File: src/rtl/lv1a_pattern_gen.sv
`default_nettype none
// ============================================================================
//  Module      : lv1a_pattern_gen
//  Description : L1A trigger pattern generator. Emits 1-cycle L1A pulses at a
//                programmable gap in continuous, burst-of-N or single-shot
//                mode and fans them out to NCH masked channels.
//  Revision    : 1.0  initial release
// ----------------------------------------------------------------------------
//  Ports
//    clk        system clock, posedge
//    rst_n      asynchronous active-low reset
//    in_live    live gate (ANDed with in_ena)
//    in_ena     enable gate
//    ena_gen    run control level; rising edge starts, low aborts
//    mode       0=continuous 1=burst 2=single 3=continuous
//    gap        cycles between triggers (0 treated as 1)
//    burst_len  trigger count for burst mode
//    chan_mask  per-channel output enable
//    out_lv1a   registered trigger pulses per channel
//    busy       run in progress (RUN or PAUSE)
//    done       burst/single run completed
//    trig_cnt   triggers issued since last start, saturating
// ============================================================================
module lv1a_pattern_gen #(
  parameter int GAP_W = 16,
  parameter int CNT_W = 16,
  parameter int NCH   = 4
) (
  input  logic             clk,
  input  logic             rst_n,
  input  logic             in_live,
  input  logic             in_ena,
  input  logic             ena_gen,
  input  logic [1:0]       mode,
  input  logic [GAP_W-1:0] gap,
  input  logic [CNT_W-1:0] burst_len,
  input  logic [NCH-1:0]   chan_mask,
  output logic [NCH-1:0]   out_lv1a,
  output logic             busy,
  output logic             done,
  output logic [CNT_W-1:0] trig_cnt
);

  localparam logic [1:0] ST_IDLE  = 2'd0;
  localparam logic [1:0] ST_RUN   = 2'd1;
  localparam logic [1:0] ST_PAUSE = 2'd2;
  localparam logic [1:0] ST_DONE  = 2'd3;

  localparam logic [1:0] MODE_BURST  = 2'd1;
  localparam logic [1:0] MODE_SINGLE = 2'd2;

  logic [1:0]       state, state_n;
  logic             ena_q;
  logic [GAP_W-1:0] gap_cnt, gap_cnt_n;
  logic             pend, pend_n;
  logic [CNT_W-1:0] cnt_n;
  logic [1:0]       mode_q;
  logic [GAP_W-1:0] gap_q;
  logic [CNT_W-1:0] len_q;
  logic [NCH-1:0]   mask_q;

  logic             start, gate, load, fire;
  logic [1:0]       mode_sel;
  logic [CNT_W-1:0] len_sel;
  logic [NCH-1:0]   mask_sel;

  assign start = ena_gen & ~ena_q;
  assign gate  = in_live & in_ena;

  // On a start edge the new configuration is being latched in the same edge,
  // so completion and masking must look at the live inputs rather than the
  // stale copies.
  assign mode_sel = load ? mode      : mode_q;
  assign len_sel  = load ? burst_len : len_q;
  assign mask_sel = load ? chan_mask : mask_q;

  always_comb begin
    state_n   = state;
    gap_cnt_n = gap_cnt;
    pend_n    = pend;
    cnt_n     = trig_cnt;
    load      = 1'b0;
    fire      = 1'b0;

    if (!ena_gen) begin
      // Abort wins over everything, including a due trigger.
      state_n = ST_IDLE;
    end else if (start && (state == ST_IDLE || state == ST_DONE)) begin
      load      = 1'b1;
      cnt_n     = '0;
      gap_cnt_n = '0;
      pend_n    = 1'b0;
      if (mode == MODE_BURST && burst_len == '0) begin
        state_n = ST_DONE;
      end else if (gate) begin
        fire    = 1'b1;
        state_n = ST_RUN;
      end else begin
        pend_n  = 1'b1;
        state_n = ST_PAUSE;
      end
    end else if (state == ST_RUN || state == ST_PAUSE) begin
      if (!gate) begin
        // Gap count is frozen while gated, so gated cycles simply stretch
        // the interval by their own number.
        state_n = ST_PAUSE;
      end else begin
        state_n = ST_RUN;
        if (pend) begin
          fire   = 1'b1;
          pend_n = 1'b0;
        end else if (gap_cnt == gap_q - GAP_W'(1)) begin
          fire      = 1'b1;
          gap_cnt_n = '0;
        end else begin
          gap_cnt_n = gap_cnt + GAP_W'(1);
        end
      end
    end

    if (fire) begin
      if (cnt_n != '1) begin
        cnt_n = cnt_n + CNT_W'(1);
      end
      if (mode_sel == MODE_SINGLE || (mode_sel == MODE_BURST && cnt_n == len_sel)) begin
        state_n = ST_DONE;
      end
    end
  end

  always_ff @(posedge clk or negedge rst_n) begin
    if (!rst_n) begin
      state    <= ST_IDLE;
      ena_q    <= 1'b0;
      gap_cnt  <= '0;
      pend     <= 1'b0;
      trig_cnt <= '0;
      out_lv1a <= '0;
      busy     <= 1'b0;
      done     <= 1'b0;
      mode_q   <= '0;
      gap_q    <= GAP_W'(1);
      len_q    <= '0;
      mask_q   <= '0;
    end else begin
      state    <= state_n;
      ena_q    <= ena_gen;
      gap_cnt  <= gap_cnt_n;
      pend     <= pend_n;
      trig_cnt <= cnt_n;
      out_lv1a <= fire ? mask_sel : '0;
      busy     <= (state_n == ST_RUN) || (state_n == ST_PAUSE);
      done     <= (state_n == ST_DONE);
      if (load) begin
        mode_q <= mode;
        gap_q  <= (gap == '0) ? GAP_W'(1) : gap;
        len_q  <= burst_len;
        mask_q <= chan_mask;
      end
    end
  end

endmodule
`default_nettype wire

File: config.mk
export PLATFORM = sky130hd
export DESIGN_NAME = lv1a_pattern_gen
export DESIGN_NICKNAME = d
export VERILOG_FILES = /design/src/rtl/lv1a_pattern_gen.sv
export SDC_FILE = /design/constraint.sdc
export NUM_CORES = 1
export LEC_CHECK = 0
export BUFFER_PORTS_ARGS = -buffer_cell sky130_fd_sc_hd__buf_2
export CAP_MARGIN = 20
export CORE_MARGIN = 5
export CORE_UTILIZATION = 58
export DETAILED_ROUTE_END_ITERATION = 12
export PLACE_DENSITY = 0.8
export REMOVE_ABC_BUFFERS = 1
export SYNTH_ARGS = -nofsm -noshare
export SYNTH_HDL_FRONTEND = slang
export SYNTH_SLANG_ARGS = --single-unit
File: constraint.sdc
create_clock -name clk -period 5.7 [get_ports clk]
set_input_delay 1.425 -clock clk [delete_from_list [all_inputs] [get_ports clk]]
set_output_delay 1.425 -clock clk [all_outputs]
set_load 0.03 [all_outputs]
==> results of run 1 <==
-- critical path: cells and delay by family --
kind | cells | cell delay [ns]
compound gates | 1 | 0.24
xor+xnor | 1 | 0.16
fa+ha+maj | 2 | 0.48
buf+inv | 2 | 0.31
mux | 1 | 0.28
simple gates | 7 | 1.58
-- stage by stage --
stage / setup slack [ns] / hold slack (ns)
floorplan: 0.348 / 0.435
global placement: 1.18 / 0.447
detailed placement: 1.14 / 0.453
CTS: 1.50 / 0.475
global route: 1.26 / 0.508
finish: 1.46 / 0.478
-- layer usage --
layer / up-vias / routed length, um / global-route usage, %
li1: 2050 / - / -
met1: 2047 / 5630 / 36.6
met2: 118 / 5610 / 38.1
met3: 15 / 599 / 4.98
met4: 0 / 150 / 5.73
met5: - / 0 / 0
-- synthesized netlist by cell type, types with 4 or more instances --
| library cell | instances | area (um^2) |
|---|---|---|
| mux2i_1 | 13 | 130 |
| nor2b_1 | 7 | 43.8 |
| nor4_1 | 11 | 68.8 |
| nand3_1 | 23 | 115 |
| a22o_1 | 5 | 43.8 |
| ha_1 | 4 | 50.1 |
| mux2_2 | 5 | 56.3 |
| nor2_1 | 41 | 154 |
| and4_1 | 6 | 52.6 |
| xnor2_1 | 34 | 298 |
| a21oi_1 | 15 | 75.1 |
| a31oi_1 | 4 | 25.0 |
| nand4_1 | 11 | 68.8 |
| dfrtp_1 | 79 | 1980 |
| nand2b_1 | 7 | 43.8 |
| or4_1 | 5 | 37.5 |
| and2_1 | 7 | 43.8 |
| clkbuf_1 | 19 | 71.3 |
| a31o_2 | 4 | 35.0 |
| nor3_1 | 10 | 50.1 |
| xor2_1 | 28 | 245 |
| nand2_1 | 132 | 495 |
| and3_1 | 12 | 75.1 |
| inv_1 | 9 | 33.8 |
| o21ai_0 | 23 | 115 |
-- flip-flops by register name, indices dropped and copies added, names as in the netlist --
| register | flops |
|---|---|
| mask_q | 4 |
| pend | 1 |
| gap_cnt | 16 |
| trig_cnt | 16 |
| len_q | 16 |
| mode_q | 2 |
| out_lv1a | 4 |
| done | 1 |
| state | 2 |
| busy | 1 |
| gap_q | 16 |
| ena_q | 1 |
-- final cells by class --
| type | instances | area [um^2] |
|---|---|---|
| clock buffers | 9 | 124 |
| clock inverters | 7 | 78.8 |
| fillers | 668 | 2700 |
| inverters | 9 | 33.8 |
| multi-input cells | 446 | 2680 |
| flip-flops and latches | 80 | 2000 |
| well taps | 105 | 131 |
| repair buffers | 69 | 380 |
-- worst max path at each step --
| stage | from | endpoint | cells after the start |
|---|---|---|---|
| 3_3_place_gp | ena_gen | busy | 14 |
| 5_1_grt | ena_gen | busy | 14 |
| 6_report | ena_gen | busy | 14 |
| 4_1_cts | ena_gen | busy | 14 |
| 2_1_floorplan | ena_gen | busy | 13 |
| 3_5_place_dp | ena_gen | busy | 14 |
-- cells by family (layout without fill, tap and decap cells) --
logic type / Yosys count / in the layout / share of synthesized area [%]
XOR/XNOR: 63 / 63 / 11.6
AO/OA/AOI/OAI: 71 / 71 / 9.39
buffers and inverters: 33 / 94 / 2.81
AND/OR/NAND/NOR: 289 / 289 / 29.4
flip-flops: 80 / 80 / 41.6
multiplexers: 18 / 18 / 3.87
adder cells (fa/ha/maj): 5 / 5 / 1.25
-- power by group --
part	total, mW	switching [mW]	internal, mW
Sequential	0.758	0.0988	0.659
Clock	0.438	0.231	0.207
Combinational	0.460	0.264	0.196
==> metrics.yaml, run 1 <==
layout-drive-gt1-share_pct: 17.1
grt_pass1_vias: 4122
fin_skew_ns: 0.00828
crit_type: "input port to register"
antenna_found_initial: 0
gp_congestion: 0.917
worst_r2r_endpoint: "busy"
start_util_pct: 59.1
worstHoldStart: "mask_q[2]"
crit_fanout: 10
first_pass_iters: 4
syn_inst: 559
leakagePower_nw: 2.58
irDropWorstVdd_mv: 0.154
powerDensity_nw_per_um2: 305
relSlewSlack_pct: 27.1
critPathArrivalTime_ns: 4.49
fin_nets: 662
ys_ff_latch: 80
utilization_pct: 66.8
slew_violations: 0
fin_crit_ns: 4.24
synth_cell_types: 59
drt-wirelength-per-cell_um: 16.5
layout_common_cells: "131 x nand2_1, 79 x dfrtp_1, 63 x buf_2, 40 x nor2_1, 34 x xnor2_1"
synth_edf_count: 0
gr-usage-all-layers_pct: 24.9
min_path_type: "register to register"
startpoint_type: "input port"
fin_crit_sh_pct: 74.4
grt_pass1_wl_um: 20300
drt_iter0_drc: 283
seq_area_frac_synth_pct: 41.6
synth-main-ff-cell: "dfrtp_1"
route.detailed.drc: 0
ios: 65
cp.required_ns: 5.95
wirelength_um: 12000
cts_setup_buffers: 0
async_flop_share_pct: 100
holdPathEnd: "mask_q[2]"
total_power_mw: 1.66
ff2ff_setup_slack_ns: 1.68
cts_tree: "built"
dpl.cell_count: 708
dieWidth_um: 101
numCtsBuffers: 9
finalInstanceArea_um2: 5430
slowest_stage: "nor4_1"
outcome: "finished, final reports clean"
dieHeight_um: 101
clk_latency_ns: 0.36
mostFrequentLayoutCell: "nand2_1"
vias_per_cell: 5.83
end_kind: "register"
maxCapViolCount: 0
tightest_slew_ns: 1.08
cts_root_buffer: "clkbuf_8"
timing.setup.tns_ns: 0
synthesis.area_um2: 4810
cts.sinks: 80
std_cell_rows: 33
cp_cell_sequence: "buf_2 > nor2b_1 > buf_4 > nand2_2 > and2_1 > ha_1 > nand4_1 > nor4_1 > mux2i_1 > xor2_1 > and4_1 > nand4_1 > o31ai_1 > ha_1"
fp.coreArea_um2: 8130
syn_area_per_cell_um2: 8.61
synthToLayoutAreaGrowth_pct: 13.0
grt_max_degree: 81
grt_overflow: 0
antennaDiodeCount: 0
instances_no_fill: 725
ctsHoldBuffers: 0
setup_viol: 0
via_count: 4230
postPlaceCellArea_um2: 5200
port_buffers: 64
hold_depth: 2
hold_viol: 0
reg2reg_from: "gap_q[2]"
cts-htree-levels: 3
fmax_mhz: 236
ant_nets: 0
cts_resized: 0
path_clk_slew_ns: 0.09
rr_worst_depth: 9
crit_path_max_incr_delay_ns: 0.59
grt_setup_unrepaired: "no"
yosysWarnings: 0
clockBufferDepth: 2
die_area_um2: 10200
dp_hpwl_um: 8780
Note: power is estimated with default switching activity, not from simulation.
==> inputs of run 2 (changes only) <==
==> constraint.sdc (replaced) <==
create_clock -name clk -period 4 [get_ports clk]
set_input_delay 1 -clock clk [delete_from_list [all_inputs] [get_ports clk]]
set_output_delay 1 -clock clk [all_outputs]
set_load 0.03 [all_outputs]
==> run 2 against run 1 <==
Core utilization is 1.5 points higher. Clock power is 71% higher. Clock-buffer cell count is 1 higher. Sequential power is 44% higher. Critical path depth stayed put. Sequential cell count stayed put. Final cell count is 1.4% higher. Die area stayed put. Clock skew is 0.0018 ns higher. Largest power group unchanged.
==> metrics.yaml, run 2 (synthesis results as in run 1) <==
outcome: "finished, final reports clean"
drt-wirelength-per-cell_um: 16.9
regArea_um2: 2000
antenna_found_initial: 0
fmax_mhz: 276
route.detailed.drc: 0
cts.sinks: 80
leakagePower_nw: 2.66
cts_setup_buffers: 0
fp.coreArea_um2: 8130
setup_viol: 0
ios: 65
instances_no_fill: 735
ctsHoldBuffers: 0
clk_latency_ns: 0.35
layout-drive-gt1-share_pct: 18.4
port_buffers: 64
postPlaceCellArea_um2: 5280
grt_max_degree: 81
cts_tree: "built"
dp_hpwl_um: 9070
via_count: 4313
grt_pass1_vias: 4148
clockBufferDepth: 2
irDropWorstVdd_mv: 0.259
relSlewSlack_pct: 28.4
std_cell_rows: 33
dieHeight_um: 101
start_util_pct: 59.1
critPathArrivalTime_ns: 3.86
dp_slack_ns: 0.0481
crit_path_max_incr_delay_ns: 0.63
die_area_um2: 10200
total_power_mw: 2.52
layout_common_cells: "131 x nand2_1, 79 x dfrtp_1, 63 x buf_2, 40 x nor2_1, 34 x xnor2_1"
cp.required_ns: 4.24
numCtsBuffers: 9
grt_overflow: 0
fillers: 633
gp_congestion: 0.934
dpl.cell_count: 718
finalInstanceArea_um2: 5560
end_kind: "register"
vias_per_cell: 5.87
fin_crit_ns: 3.63
mostFrequentLayoutCell: "nand2_1"
first_pass_iters: 4
fin_nets: 672
slew_violations: 0
path_clk_slew_ns: 0.08
startpoint_type: "input port"
maxCapViolCount: 0
grt_pass1_wl_um: 20700
tightest_slew_ns: 1.06
slowest_stage: "o41ai_1"
gr-usage-all-layers_pct: 25.4
wirelength_um: 12500
cp_top_family: "simple AND/OR/NAND/NOR gates"
fin_crit_sh_pct: 90.7
grt_setup_unrepaired: "no"
cts_root_buffer: "clkbuf_8"
dieWidth_um: 101
ant_nets: 0
synthToLayoutAreaGrowth_pct: 15.6
setup_ws_ns: 0.373
antennaDiodeCount: 0
drt_iter0_drc: 281
finalHoldWorstSlack_ns: 0.476
min_path_type: "register to register"
multiInputGateArea_um2: 2680
cp_num_buf_inv: 2
hold_viol: 0
cts_resized: 0
crit_fanout: 6
powerDensity_nw_per_um2: 453
cp_cell_sequence: "buf_2 > nor2b_1 > nand2_2 > and2_1 > ha_1 > buf_4 > nand4_1 > o41ai_1 > nand3_1 > o31ai_1 > and4_1 > nand4_1 > o31ai_1 > ha_1"
fin_skew_ns: 0.0101
crit_type: "input port to register"
cts-htree-levels: 3
-- run 2: cell types whose count changed in the layout (fill, tap and decap cells not counted) --
cell,delta
bufinv_16,+2
buf_4,+10
clkbuf_8,+1
clkinvlp_4,-2
inv_6,-2
clkinv_4,+1
-- run 2: metrics by stage --
stage | utilization (%) | setup TNS (ns)
3_5_place_dp | 64.9 | 0
6_report | 68.3 | 0
4_1_cts | 68.0 | 0
3_3_place_gp | 64.9 | 0
5_1_grt | 68.3 | 0
2_1_floorplan | - | -2.61
-- run 2: worst paths after layout --
kind / startpoint / to / slack, ns / depth (start not counted)
max in group asynchronous: rst_n / gap_q[0] / 2.77 / 2
hold reg to reg: mask_q[2] / mask_q[2] / 0.48 / 2
min in group asynchronous: rst_n / out_lv1a[0] / 0.59 / 1
hold / removal: mask_q[2] / mask_q[2] / 0.48 / 2
setup reg to reg: gap_q[2] / busy / 0.58 / 9
setup / recovery: ena_gen / busy / 0.37 / 14
-- run 2: final cells by class --
class | instances | area share [%]
inverter | 9 | 0.608
sequential | 80 | 36.0
tap | 105 | 2.36
clock inverter | 6 | 2.07
clock buffer | 10 | 2.48
timing repair buffer | 79 | 8.19
multi-input combinational | 446 | 48.3
-- run 2: metal layers --
metal / vias up / share of wire, % / wire, um / global-route usage [%]
li1: 2063 / - / - / -
met3: 15 / 6.5 / 805 / 4.98
met5: - / 0 / 0 / 0
met2: 141 / 46 / 5770 / 38.8
met1: 2094 / 46 / 5720 / 37.2
met4: 0 / 1.3 / 165 / 6.13
-- run 2: worst reg2reg max path, stage by stage (launching register included) --
cell	delay (ns)
dfrtp_1	0.47
nor4_1	0.92
nand4b_1	0.23
xnor2_1	0.19
nor3_1	0.18
nand4_1	0.17
o21ai_2	0.19
or3b_1	0.38
o31ai_1	0.29
ha_1	0.29
-- run 2: power by group --
part	internal, mW	leakage (nW)	switching [mW]	total (mW)
combinational	0.292	1.50	0.393	0.685
clock	0.435	0.123	0.312	0.747
sequential	0.939	1.04	0.147	1.09
